===== src/rtl/rect_motion_ctrl.sv =====
// Rectangle origin sequencer for the VGA pattern generator: detects the start of
// vertical blanking, divides frames, and bounces X/Y off the active-area edges.
module rect_motion_ctrl #(
  parameter int ACTIVE_COLS = 640,
  parameter int ACTIVE_ROWS = 480,
  parameter int W           = 20,
  parameter int H           = 100,
  parameter int X_INIT      = 50,
  parameter int Y_INIT      = 50,
  parameter int DIV_BITS    = 4
) (
  input  logic                i_Clk,
  input  logic                i_Rst_L,
  input  logic [9:0]          i_Col_Count,
  input  logic [9:0]          i_Row_Count,
  input  logic                i_Run,
  input  logic                i_Step,
  input  logic [2:0]          i_Speed,
  input  logic [DIV_BITS-1:0] i_Div,
  input  logic                i_Load,
  input  logic [9:0]          i_Load_X,
  input  logic [9:0]          i_Load_Y,
  output logic [9:0]          o_X,
  output logic [9:0]          o_Y,
  output logic                o_Dir_X,
  output logic                o_Dir_Y,
  output logic                o_Frame_Tick,
  output logic                o_Moved
);

  localparam logic [9:0] X_MAX = 10'(ACTIVE_COLS - W);
  localparam logic [9:0] Y_MAX = 10'(ACTIVE_ROWS - H);

  typedef enum logic [1:0] {S_IDLE, S_WAIT, S_MOVE_X, S_MOVE_Y} state_t;

  typedef struct packed {
    logic [9:0] pos;
    logic       dir;
  } axis_t;

  state_t              state;
  logic [DIV_BITS-1:0] div_cnt;
  logic                step_armed;
  logic                frame_match;
  axis_t               next_x;
  axis_t               next_y;

  // The 11-bit sum keeps pos+speed from wrapping before the bound compare.
  function automatic axis_t bounce(input logic [9:0] pos, input logic dir,
                                   input logic [2:0] spd, input logic [9:0] lim);
    axis_t       r;
    logic [10:0] sum;
    r.pos = pos;
    r.dir = dir;
    sum   = {1'b0, pos} + {8'b0, spd};
    if (dir) begin
      if (sum > {1'b0, lim}) begin
        r.pos = lim;
        r.dir = 1'b0;
      end else begin
        r.pos = sum[9:0];
      end
    end else if ({7'b0, spd} > pos) begin
      r.pos = '0;
      r.dir = 1'b1;
    end else begin
      r.pos = pos - {7'b0, spd};
    end
    return r;
  endfunction

  assign frame_match = (i_Col_Count == 10'(ACTIVE_COLS)) && (i_Row_Count == 10'(ACTIVE_ROWS));
  assign next_x      = bounce(o_X, o_Dir_X, i_Speed, X_MAX);
  assign next_y      = bounce(o_Y, o_Dir_Y, i_Speed, Y_MAX);

  // NOTE: every register here uses <= so all state updates see pre-edge values.
  always_ff @(posedge i_Clk or negedge i_Rst_L) begin
    if (!i_Rst_L) begin
      state        <= S_IDLE;
      div_cnt      <= '0;
      step_armed   <= 1'b0;
      o_X          <= 10'(X_INIT);
      o_Y          <= 10'(Y_INIT);
      o_Dir_X      <= 1'b1;
      o_Dir_Y      <= 1'b1;
      o_Frame_Tick <= 1'b0;
      o_Moved      <= 1'b0;
    end else begin
      o_Frame_Tick <= frame_match;
      o_Moved      <= 1'b0;
      if (i_Load) begin
        o_X        <= (i_Load_X > X_MAX) ? X_MAX : i_Load_X;
        o_Y        <= (i_Load_Y > Y_MAX) ? Y_MAX : i_Load_Y;
        o_Dir_X    <= 1'b1;
        o_Dir_Y    <= 1'b1;
        div_cnt    <= '0;
        step_armed <= 1'b0;
        state      <= i_Run ? S_WAIT : S_IDLE;
      end else begin
        case (state)
          S_IDLE: begin
            if (i_Run) begin
              state      <= S_WAIT;
              div_cnt    <= '0;
              step_armed <= 1'b0;
            end else if (o_Frame_Tick && step_armed) begin
              state      <= S_MOVE_X;
              step_armed <= 1'b0;
            end else if (i_Step) begin
              step_armed <= 1'b1;
            end
          end
          S_WAIT: begin
            if (!i_Run) begin
              state <= S_IDLE;
            end else if (o_Frame_Tick) begin
              if (div_cnt == i_Div) begin
                div_cnt <= '0;
                state   <= S_MOVE_X;
              end else begin
                div_cnt <= div_cnt + DIV_BITS'(1);
              end
            end
          end
          S_MOVE_X: begin
            o_X     <= next_x.pos;
            o_Dir_X <= next_x.dir;
            state   <= S_MOVE_Y;
          end
          S_MOVE_Y: begin
            o_Y     <= next_y.pos;
            o_Dir_Y <= next_y.dir;
            o_Moved <= 1'b1;
            state   <= i_Run ? S_WAIT : S_IDLE;
          end
          default: state <= S_IDLE;
        endcase
      end
    end
  end

endmodule


===== config.mk =====
export PLATFORM = sky130hd
export DESIGN_NAME = rect_motion_ctrl
export DESIGN_NICKNAME = d
export VERILOG_FILES = /design/src/rtl/rect_motion_ctrl.sv
export SDC_FILE = /design/constraint.sdc
export NUM_CORES = 1
export LEC_CHECK = 0
export CAP_MARGIN = 20
export CORE_MARGIN = 8
export CORE_UTILIZATION = 50
export CTS_BUF_LIST = sky130_fd_sc_hd__clkbuf_8
export CTS_CLUSTER_DIAMETER = 120
export DETAILED_ROUTE_END_ITERATION = 7
export GPL_TIMING_DRIVEN = 1
export MAX_ROUTING_LAYER = met4
export PLACE_DENSITY = 0.81
export SLEW_MARGIN = 10
export SYNTH_ARGS = -nofsm -noshare
export SYNTH_HDL_FRONTEND = slang
export SYNTH_SLANG_ARGS = --single-unit

===== constraint.sdc =====
create_clock -name i_Clk -period 3.37 [get_ports i_Clk]
set_input_delay 0.674 -clock i_Clk [delete_from_list [all_inputs] [get_ports i_Clk]]
set_output_delay 0.674 -clock i_Clk [all_outputs]
set_load 0.02 [all_outputs]

======== After elaboration in Yosys (flattened, before gate mapping) ========
Index checks and enable logic that the tools add are counted.
operators by class
  add/sub/neg operators ................... 5
  $lt $le $gt $ge ......................... 6
  eq/ne operators ......................... 12
  muxes and demuxes ....................... 41
  reductions and logical operators ........ 11
operator list
  kind                                                  count
  two-way mux 10 bit                                    10
  adder 10 x 3 -> 11 bit                                2
  two-way mux 11 bit                                    2
  > comparator 3 x 10 -> 1 bit                          2
  two-way mux 4 bit                                     5
  subtractor 10 x 3 -> 10 bit                           2
  two-way mux 1 bit                                     16
  two-way mux 2 bit                                     6
  != test 4 bit, second input constant                  3
  > comparator 11 x 10 -> 1 bit, second input constant  1
  > comparator 11 x 9 -> 1 bit, second input constant   1
  equality test 10 bit, second input constant           1
  equality test 10 x 9 -> 1 bit, second input constant  1
  > comparator 10 bit, second input constant            1
  > comparator 10 x 9 -> 1 bit, second input constant   1
  != test 3 bit, second input constant                  3
  one-hot mux 2 bit (4 select lines)                    1
  one-hot mux 4 bit (2 select lines)                    1
  nonzero test 2 bit                                    3
  adder 4 x 1 -> 4 bit, second input constant           1
  equality test 2 bit, second input constant            2
  equality test 4 bit                                   1
  AND reduction 4 bit                                   1
  nonzero test 4 bit                                    1
  6 further kinds                                       7
word-level totals
  register bits after elaboration ......... 31
  bits of input ports ..................... 52
  logic and storage cells ................. 84

======== Longest topological paths before layout ========
Gate-level depths: netlist of the first run.
  word-level depth ........................ 6
  gate-level depth with buffers ........... 10
  mapped depth without buffers ............ 10

======== Least setup slack after synthesis of the first run ========
OpenSTA, ideal clock, no wires.
  path type ............................... input -> register
  start ................................... input port i_Speed[0]
  end ..................................... register o_Y[6]
  library setup time ...................... 0.126 ns
  arrival time ............................ 2.969 ns
  required time ........................... 3.244 ns
  path slack .............................. 0.275 ns
  stages on the path ...................... 9
  path buffers ............................ 0
  cells stage by stage .................... ha_1 fa_1 nor2b_1 or2_1 or4_1 o31a_1 a32oi_2 o211ai_1 a221o_1
between the ends
  cells in the longest elaborated chain, start to end .. 6
ends and longest elaborated chain
  item                          RTL line  RTL
  from (decl)                   18        input logic [2:0] i_Speed,
  adder 10 x 3 -> 11 bit        55        sum = {1'b0, pos} + {8'b0, spd};
  > comparator 11 x 9 -> 1 bit  57        if (sum > {1'b0, lim}) begin
  two-way mux 10 bit            57
  two-way mux 11 bit *          56        if (dir) begin
  two-way mux 10 bit *          100       case (state)
  two-way mux 10 bit *          91        if (i_Load) begin
  to (signal assigned)          83        o_Y <= 10'(Y_INIT);
  to (signal assigned)          93        o_Y <= (i_Load_Y > Y_MAX) ? Y_MAX : i_Load_Y;
  to (signal assigned)          131       o_Y <= next_y.pos;
  to (decl)                     24        output logic [9:0] o_Y,
Mark *: on every way between the ends. The rest lies on a longest branch, timed or not. The select of a mux whose other input is x is not followed.
A chain may end at the register's enable or synchronous reset.

======== Worst setup path in the final report of the first run ========
Ends and elaborated chain as after synthesis.

==> parameters.txt, run 1 <==
Parameter                              Value

Run status
  Status    finished, final reports clean

Clocking
  Number of gates resized after CTS    0
  Latest clock arrival within the worst-skew pair    between 200 and 300 ps
  Number of buffers created by CTS    5
  TritonCTS clock tree    done
  Clock edge transition at the registers on the reported setup and hold paths    60 ps
  Buffer levels on the longest clock path    2
  Level count of the clock H-tree    2
  Number of clock sinks    31
  Buffers inserted during post-CTS setup optimization    0
  Clock Root Buffer    clkbuf_8
  Hold buffers post-CTS    0

Placed design
  Place WS    -172 ps
  Final Wtd Congestion    0.941
  Post-detailed-placement half-perimeter wirelength    7310 um
  Total instance count after detailed placement    547
  Port buffer count    75

Cells and area
  Share of cells above drive strength 1    between 10% and 20%
  Fin cells    555
  Filler Cell Count    519
  Footprint of the flip-flops and latches    786 um^2
  Number of inserted diodes    0
  Number of nets at the end of the flow    548
  Multi-input combinational cell area    2110 um^2
  Signed area change from the synthesized netlist to the final layout    34.6%

Critical path
  Critical Path RT    3530 ps
  Arrival time worst endpoint    3420 ps
  Worst reg2reg endpoint    o_Y[6]
  Reg2Reg Launch Point    o_Y[0]
  Critical Path Sink Type    register
  CP Launch Type    primary input
  Register-to-Register Setup Slack    a little under 500 ps
  Critical path peak fanout    3
  Setup crit start    i_Speed[0]
  Number of cells traversed by the worst register-to-register path    9
  Type of the setup path with the least slack    in2reg

Detailed routing
  Via count    around 3.3k
  Number of antenna-violating nets in the routed design    0
  Post-Route WL    9280 um
  WL/cell    ~17 um
  Violation count after the first detailed-routing iteration    239
  Residual DRC    0
  Detailed-route vias per instance    approximately 5.9
  Iteration count of the initial detailed-routing pass    4

Logic synthesis
  Post-synthesis share of cell area spent on full adders, half adders and majority gates    7.97%
  Distinct cell type count of the synthesized netlist    63
  Post-synthesis average cell area    between 7 and 8 um^2
  Seq/Total Area, Yosys    25.8%
  Post-synthesis register bit count    31
  Dominant combinational cell family by area after synthesis    simple AND/OR/NAND/NOR gates
  Dominant cells by area after synthesis    dfrtp_1 19%, dfstp_2 6.9%, ha_1 5.3%
  Top cell type by total area after synthesis    dfrtp_1
  EDFF count, synth    0
  Share of the synthesized area in the top cell type    18.9%
  Multiplexer area fraction after synthesis    1.03%
  Compound-gate portion of the synthesized area    25.2%
  Simple logic cell fraction of the synthesized area    28.6%
  Number of instances in the synthesized netlist    389
  Synthesized net count    around 460
  Combined area of all synthesized cells    3040 um^2
  Commonest cells in the netlist    41 x nand2_1, 34 x nor2_1, 31 x o21ai_0
  Most numerous cell in the Yosys netlist    nand2_1
  Async set-or-reset flop fraction in the synthesized netlist    100%
  Count of warnings emitted by yosys    0
  XOR/XNOR share of the synthesized area    under 10%
  Most instantiated flip-flop cell in the synthesis netlist    dfrtp_1

Floorplanning
  Floorplan die height    ~94 um
  Floorplan die width    94.0 um
  Cell Rows    28
  Area of the die    8840 um^2
  Core region area    between 5000 and 6000 um^2
  Starting density of the core    roughly half
  Boundary pin count    between 70 and 80

Timing
  Hold violation count in the final report    0
  Slack of the critical path    113 ps
  Post-layout minimum cycle time    3260 ps
  Slew Viols, Final    0
  Max Clock Freq    slightly above 300 MHz
  Final setup violation count    0
  Share of the clock period used by the worst path    96.6%
  Actual slew at the worst max-slew pin    544 ps
  Hold_ws    542 ps
  Clock skew after layout    9.41 ps
  Setup repair after global routing missed its margin    false
  Tightest slew margin relative to the limit    around 63%

Pwr
  Switching fraction of total power    38.8%
  Internal cell power    0.875 mW
  Sequential share of power    34.0%
  Worst-case vdd ir drop    0.000210 V
  Power per cell area    349 nW/um^2
  Comb power frac    46.1%
  Net load switching power    0.555 mW
  Static Leak    1.71 nW
  Share of power burned in the clock network    19.9%
  Power after layout    ~1.4 mW

Min path
  Depth of the worst hold-timing path    1
  Worst Hold End    div_cnt[2]
  Worst hold path startpoint    div_cnt[2]
  Type of the most critical hold path    reg2reg

Global route
  Tot GR Track Use    22.0%
  Initial antenna violation count    0
  Number of global-route vias before repair    between 3k and 4k
  Pin count of the biggest net entering global routing    32
  Total overflow reported by the global router    0
  First-pass GRT wire length    15400 um

Run
  Count of maximum capacitance violations    0
[state kept, by name, indices dropped and copies added, names as in the netlist]
| register | count |
|---|---|
| div_cnt | 4 |
| o_Dir_X | 1 |
| o_Dir_Y | 1 |
| o_Frame_Tick | 1 |
| o_Moved | 1 |
| o_X | 10 |
| o_Y | 10 |
| state | 2 |
| step_armed | 1 |
[cell type report]
class	count	area share, %
inverter	17	1.56
timing repair buffer	103	23.5
multi-input combinational	321	51.5
clock buffer	5	1.68
clock inverter	3	0.305
sequential	31	19.2
tap	75	2.29
[critical path, cell delays in order]
cell,delay (ps)
clkdlybuf4s50_1,440
ha_1,240
fa_1,380
nor2b_1,150
or2_1,220
or4_1,470
o31a_1,140
a32oi_2,240
o211ai_1,130
a221o_1,340
[placed cells by master (no fill, tap or decap), types with 4 or more instances in the layout]
master and instances:
nor3_1 22, dfrtp_1 23, xnor2_1 11, inv_1 19
and3_1 4, buf_4 28, nand2_1 41, a21o_1 7
nand3_1 12, nor2_1 34, xor2_1 12, a21oi_1 20
a22oi_1 4, nor2b_1 13, clkbuf_8 5, o21a_1 4
nor3b_1 6, clkdlybuf4s50_1 75, ha_1 13, o21ai_0 31
a221o_1 4, nand4_1 8, o211ai_1 4, dfstp_2 8
nand2b_1 7, a31oi_1 6, fa_1 4
[logic make-up after synthesis]
family / Yosys count
AND/OR/NAND/NOR: 168
AO/OA/AOI/OAI: 110
buffers and inverters: 37
flip-flops: 31
XOR/XNOR: 23
adder cells (fa/ha/maj): 17
multiplexers: 3
[how the worst max path moves through the flow]
stage,endpoint,slack [ps],cells after the start
2_1_floorplan,o_Y[6],280,9
3_3_place_gp,o_Y[6],-120,10
3_5_place_dp,o_Y[6],-170,10
4_1_cts,o_Y[6],120,10
5_1_grt,o_Y[3],10,11
6_report,o_Y[6],110,10
[metrics by stage]
| step | instance area [um^2] | TNS [ps] | utilization (%) |
|---|---|---|---|
| 4_1_cts | 4100 | 0 | 69.2 |
| 5_1_grt | 4100 | 0 | 69.2 |
| 6_report | 4100 | 0 | 69.2 |
| 3_3_place_gp | 4020 | -330 | 67.8 |
| 2_1_floorplan | 3040 | 0 | - |
| 3_5_place_dp | 4020 | -674 | 67.8 |
[power by group through the flow]
stage / sequential [mW] / clock [mW] / combinational, mW
after floorplan: 0.486 / 0 / 0.380
after global placement: 0.490 / 0 / 0.639
after detailed placement: 0.492 / 0 / 0.653
after CTS: 0.485 / 0.289 / 0.657
after global routing: 0.494 / 0.305 / 0.720
final: 0.487 / 0.284 / 0.659
[routing by layer]
metal | vias up | part of all wire [%] | global-route usage, %
li1 | 1602 | - | -
met5 | - | 0 | -
met3 | 14 | 6.0 | 3.68
met1 | 1551 | 47 | 29.1
met4 | 0 | 1.5 | 6.74
met2 | 120 | 46 | 33.4
No activity file was read; power rests on OpenSTA's default activity.
==> inputs of run 2 (changes only) <==
--- a/config.mk
+++ b/config.mk
@@ -8,10 +8,11 @@
 export CAP_MARGIN = 20
 export CORE_MARGIN = 8
 export CORE_UTILIZATION = 50
-export CTS_BUF_LIST = sky130_fd_sc_hd__clkbuf_8
+export CTS_BUF_LIST = sky130_fd_sc_hd__clkbuf_16
 export CTS_CLUSTER_DIAMETER = 120
 export DETAILED_ROUTE_END_ITERATION = 7
 export GPL_TIMING_DRIVEN = 1
+export HOLD_SLACK_MARGIN = 0.03
 export MAX_ROUTING_LAYER = met4
 export PLACE_DENSITY = 0.81
 export SLEW_MARGIN = 10
==> constraint.sdc (replaced) <==
create_clock -name i_Clk -period 3.2 [get_ports i_Clk]
set_input_delay 0.64 -clock i_Clk [delete_from_list [all_inputs] [get_ports i_Clk]]
set_output_delay 0.64 -clock i_Clk [all_outputs]
set_load 0.02 [all_outputs]
==> run 2 against run 1 <==
  * Non-clock buffer count grew 14
  * Power rose by 24%
  * Sequential power is 7.4% higher
  * Setup slack improved by 5.2 ps
  * Sequential share of layout area shrank 1.0 points
  * Critical path type unchanged
  * Highest routed layer unchanged
==> parameters.txt, run 2 (synthesis gave the netlist of run 1 again) <==
Parameter                              Value

Placed design
  Post-detailed-placement half-perimeter wirelength    7470 um
  Place WS    -338 ps
  Final Wtd Congestion    0.886
  Port buffer count    75

Global route
  Total overflow reported by the global router    0
  Tot GR Track Use    23.3%
  Initial antenna violation count    0
  Number of global-route vias before repair    3347
  First-pass GRT wire length    16200 um
  Pin count of the biggest net entering global routing    32

Timing
  Hold violation count in the final report    0
  Final setup violation count    0
  Share of the clock period used by the worst path    96.3%
  Actual slew at the worst max-slew pin    515 ps
  Slack of the critical path    118 ps
  Final total negative setup slack    0 ps
  Post-layout minimum cycle time    a little over 3000 ps
  Slew Viols, Final    0
  Max Clock Freq    324 MHz
  Clock skew after layout    7.68 ps
  Tightest slew margin relative to the limit    65.5%
  Setup repair after global routing missed its margin    false

Detailed routing
  Via count    approximately 3.4k
  Post-Route WL    9770 um
  Detailed-route vias per instance    6.02
  Number of antenna-violating nets in the routed design    0
  Iteration count of the initial detailed-routing pass    5
  WL/cell    roughly 17 um
  Residual DRC    0
  Violation count after the first detailed-routing iteration    256

Min path
  Type of the most critical hold path    reg2reg
  Worst hold path startpoint    div_cnt[2]

Cells and area
  Largest registers ranked by flip-flop count    o_X (10), o_Y (10), div_cnt (4)
  Number of inserted diodes    0
  Signed area change from the synthesized netlist to the final layout    42.0%
  Share of cells above drive strength 1    15.2%
  Number of nets at the end of the flow    562
  Leading cell type in the layout, fill and taps excluded    clkdlybuf4s50_1
  Commonest cells after routing, fill and taps aside    73 x clkdlybuf4s50_1, 41 x nand2_1, 41 x buf_4

Run
  Count of maximum capacitance violations    0

Critical path
  Reg2Reg Launch Point    o_Y[0]
  Cell Chain, Critical Path    clkdlybuf4s50_1, inv_2, buf_4, ha_1, or4b_2, a21oi_2, nor4_1, a21oi_1, o21bai_1, buf_4, a41o_1
  Register-to-Register Setup Slack    380 ps
  Setup crit start    i_Speed[2]
  Critical Path Sink Type    register
  Critical path peak fanout    9
  Arrival time worst endpoint    roughly 3200 ps
  Worst path most repeated cell    buf_4
  CP max stage cell    or4b_2
  Type of the setup path with the least slack    in2reg
  Largest incremental delay on the critical path    roughly 660 ps
  Critical Path RT    3350 ps
  CP Launch Type    primary input

Clocking
  Clock edge transition at the registers on the reported setup and hold paths    50 ps
  TritonCTS clock tree    done
  Clock Root Buffer    clkbuf_16
  Number of buffers created by CTS    5
  Level count of the clock H-tree    2
  Number of clock sinks    31
  Buffer levels on the longest clock path    2
  Hold buffers post-CTS    0
  Latest clock arrival within the worst-skew pair    280 ps

Run status
  Status    finished, final reports clean

Pwr
  Share of power burned in the clock network    30.0%
  Switching fraction of total power    34.6%
  Internal cell power    1.16 mW
  Sequential share of power    29.4%
  Static Leak    1.83 nW
  Net load switching power    slightly above 0.6 mW
  Comb power frac    40.6%
  Power per cell area    411 nW/um^2
  Worst-case vdd ir drop    about 0.00034 V

Floorplanning
  Floorplan die width    94.0 um
  Cell Rows    28
  Starting density of the core    51.4%
  Core region area    5920 um^2
  Floorplan die height    94.0 um
  Area of the die    8840 um^2
  Boundary pin count    76
==> run 2: changes by cell type in the layout (fill, tap and decap cells not counted), sizes merged <==
cell,before,now
bufinv,0,1
inv,19,17
clkinv,1,2
buf,28,42
clkdlybuf4s50,75,73
dlymetal6s2s,0,2
==> run 2: power by group through the flow <==
stage | Sequential (mW) | Combinational [mW] | Clock, mW
finish | 0.523 | 0.722 | 0.534
global route | 0.532 | 0.793 | 0.554
CTS | 0.519 | 0.710 | 0.535
detailed placement | 0.524 | 0.701 | 0
global placement | 0.524 | 0.687 | 0
floorplan | 0.512 | 0.400 | 0
==> run 2: worst max-delay path: cells and delay by family <==
| kind | cells | cell delay [ps] |
|---|---|---|
| buffers and inverters | 4 | 850 |
| and+or+nand+nor | 2 | 730 |
| AOI/OAI and AO/OA | 4 | 710 |
| adders and majority gates | 1 | 290 |
==> run 2: metal layers <==
| metal | track usage [%] | up-vias | share of wire, % | wire length, um |
|---|---|---|---|---|
| li1 | - | 1629 | - | - |
| met1 | 30.6 | 1637 | 45 | 4390 |
| met2 | 36.1 | 149 | 47 | 4610 |
| met3 | 3.92 | 13 | 6.5 | 638 |
| met4 | 6.08 | 0 | 1.2 | 119 |
| met5 | - | - | 0 | 0 |
==> run 2: path summary, 6_finish.rpt <==
path,end,depth (start not counted)
max in group asynchronous,o_X[4],2
min in group asynchronous,div_cnt[2],2
worst max register to register,o_Y[3],10
worst max-delay path,o_X[8],11
worst min register to register,div_cnt[2],1
worst min-delay path,div_cnt[2],1
==> run 2: repair_timing <==
| action | CTS | global route |
|---|---|---|
| cloned | 0 | 0 |
| pin swaps | 1 | 2 |
| gates resized for setup | 2 | 10 |
| buffers inserted | 1 | 0 |
| endpoints found under the setup margin | 2 | 7 |
==> run 2: area by class of cell <==
type	count	area, um^2
clock buffer	5	125
clock inverter	3	38.8
fill	466	1600
inverter	17	63.8
multi-input combinational	321	2140
sequential	31	786
tap	75	93.8
timing repair buffer	117	1070
==> run 2: per-stage QoR <==
stage / cells / util (%) / instance area, um^2 / hold WS (ps) / total power [mW]
2_1_floorplan: 389 / - / 3040 / 344 / 0.912
3_3_place_gp: 560 / 69.5 / 4110 / 529 / 1.21
3_5_place_dp: 560 / 69.5 / 4110 / 543 / 1.23
4_1_cts: 569 / 72.4 / 4290 / 550 / 1.76
5_1_grt: 569 / 73.0 / 4320 / 575 / 1.88
6_report: 569 / 73.0 / 4320 / 543 / 1.78
==> inputs of run 3 (changes only) <==
--- a/config.mk
+++ b/config.mk
@@ -11,10 +11,9 @@
 export CTS_BUF_LIST = sky130_fd_sc_hd__clkbuf_16
 export CTS_CLUSTER_DIAMETER = 120
 export DETAILED_ROUTE_END_ITERATION = 7
+export DONT_BUFFER_PORTS = 1
 export GPL_TIMING_DRIVEN = 1
 export HOLD_SLACK_MARGIN = 0.03
-export MAX_ROUTING_LAYER = met4
-export PLACE_DENSITY = 0.81
 export SLEW_MARGIN = 10
 export SYNTH_ARGS = -nofsm -noshare
 export SYNTH_HDL_FRONTEND = slang
==> run 3 against run 2 <==
  * Utilization decreased by 17 points
  * Register-to-register slack got worse by 90 ps
  * Clock power increased by 3%
  * Hold slack got worse by 490 ps
  * Clock skew decreased by 4.8 ps
  * First-iteration DRC count decreased by 28%
  * Critical path type is now reg2reg
  * Final area decreased by 23%
  * Via count decreased by 14%
  * Flip-flop and latch count unchanged
==> parameters.txt, run 3 (synthesis gave the netlist of run 1 again) <==
Parameter                              Value

Detailed routing
  Post-Route WL    9200 um
  Residual DRC    0
  Iteration count of the initial detailed-routing pass    4
  Number of antenna-violating nets in the routed design    0
  Detailed-route vias per instance    6.28
  Via count    2939
  WL/cell    19.7 um
  Violation count after the first detailed-routing iteration    184

Pwr
  Static Leak    1.40 nW
  Net load switching power    ~0.58 mW
  Switching fraction of total power    36.1%
  Internal cell power    1.02 mW
  Worst-case vdd ir drop    between 0.0002 and 0.0003 V
  Comb power frac    around a third
  Sequential share of power    33.2%
  Power per cell area    478 nW/um^2
  Share of power burned in the clock network    34.6%

Placed design
  Final Wtd Congestion    0.885
  Port buffer count    0
  Post-detailed-placement half-perimeter wirelength    6960 um

Cells and area
  Number of nets at the end of the flow    461
  Share of cells above drive strength 1    10.7%
  Leading cell type in the layout, fill and taps excluded    nand2_1
  Signed area change from the synthesized netlist to the final layout    9.66%
  Number of inserted diodes    0
  Filler Cell Count    577
  Largest registers ranked by flip-flop count    o_X (10), o_Y (10), div_cnt (4)
  Commonest cells after routing, fill and taps aside    41 x nand2_1, 34 x nor2_1, 31 x o21ai_0

Timing
  Final setup violation count    0
  Post-layout minimum cycle time    2910 ps
  Share of the clock period used by the worst path    between 90% and 100%
  Hold violation count in the final report    0
  Max Clock Freq    344 MHz
  Setup repair after global routing missed its margin    false
  Final total negative setup slack    0 ps
  Tightest slew margin relative to the limit    37.3%
  Slew Viols, Final    0
  Hold_ws    50.5 ps
  Clock skew after layout    approximately 2.9 ps
  Actual slew at the worst max-slew pin    929 ps

Floorplanning
  Core region area    5920 um^2
  Starting density of the core    51.4%
  Floorplan die height    94.0 um
  Floorplan die width    94.0 um
  Area of the die    around 8800 um^2
  Boundary pin count    76
  Cell Rows    28

Global route
  Initial antenna violation count    1
  Pin count of the biggest net entering global routing    32
  Total overflow reported by the global router    0
  First-pass GRT wire length    15100 um
  Tot GR Track Use    around 21%
  Number of global-route vias before repair    3009

Critical path
  Register-to-Register Setup Slack    290 ps
  Number of cells traversed by the worst register-to-register path    9
  Critical path peak fanout    4
  Type of the setup path with the least slack    reg2reg
  Worst Setup EP    o_Y[6]
  Setup crit start    o_Y[0]
  CP Launch Type    register
  Critical Path Sink Type    register
  Arrival time worst endpoint    3070 ps
  Critical Path RT    3360 ps
  Worst reg2reg endpoint    o_Y[6]
  Reg2Reg Launch Point    o_Y[0]

Clocking
  TritonCTS clock tree    done
  Number of clock sinks    31
  Clock Root Buffer    clkbuf_16
  Buffer levels on the longest clock path    2
  Buffers inserted during post-CTS setup optimization    0
  Number of gates resized after CTS    0
  Level count of the clock H-tree    2
  Number of buffers created by CTS    5
  Hold buffers post-CTS    0
  Clock edge transition at the registers on the reported setup and hold paths    60 ps
  Latest clock arrival within the worst-skew pair    280 ps

Run status
  Status    finished, final reports clean

Min path
  Type of the most critical hold path    in2async

Run
  Count of maximum capacitance violations    0
[run 3: cell types whose count changed in the layout (fill, tap and decap cells not counted), sizes merged]
cell	previous run	this run
buf	42	16
clkdlybuf4s50	73	0
dlymetal6s2s	2	0
[run 3: worst max-delay path, stage by stage, from the launching register on]
cell	delay, ps
dfrtp_1	390
ha_1	240
fa_1	410
nor2b_1	160
or2_1	230
or4_1	470
o31a_1	140
a32oi_2	270
o211ai_1	150
a221o_1	340
[run 3: routing by layer]
| layer | routed length [um] | share of wire (%) | GRT usage (%) |
|---|---|---|---|
| met5 | 13 | 0.14 | 0 |
| met4 | 280 | 3.0 | 9.38 |
| met3 | 637 | 6.9 | 5.52 |
| met2 | 4380 | 48 | 34.6 |
| met1 | 3890 | 42 | 26.2 |
[run 3: worst min-delay path by stage]
| stage | startpoint | end | slack, ps | depth (start not counted) |
|---|---|---|---|---|
| floorplan | i_Rst_L | div_cnt[0] | 340 | 0 |
| global placement | i_Rst_L | o_X[0] | 350 | 0 |
| detailed placement | i_Rst_L | o_X[3] | 350 | 0 |
| CTS | i_Rst_L | o_X[7] | 50 | 0 |
| global route | i_Rst_L | o_X[7] | 40 | 0 |
| finish | i_Rst_L | o_X[7] | 50 | 0 |
[run 3: power groups by stage]
stage	Combinational [mW]	Clock, mW	Sequential [mW]
final	0.514	0.552	0.531
after detailed placement	0.510	0	0.538
after floorplan	0.400	0	0.512
after global routing	0.574	0.579	0.539
after CTS	0.513	0.560	0.531
after global placement	0.505	0	0.538
[run 3: cell type report]
cell class / instances / area (um^2) / area share [%]
tap: 75 / 93.8 / 2.81
clock buffer: 5 / 125 / 3.75
sequential: 31 / 786 / 23.5
timing repair buffer: 16 / 120 / 3.60
clock inverter: 3 / 38.8 / 1.16
inverter: 17 / 63.8 / 1.91
multi-input combinational: 321 / 2110 / 63.2
[run 3: metrics by stage]
step	instances	utilization [%]	power [mW]	setup WS, ps	instance area [um^2]
4_1_cts	468	56.4	1.60	301	3340
5_1_grt	468	56.4	1.69	131	3340
2_1_floorplan	389	-	0.912	139	3040
3_5_place_dp	460	53.6	1.05	62.9	3170
6_report	468	56.4	1.60	293	3340
3_3_place_gp	460	53.6	1.04	114	3170
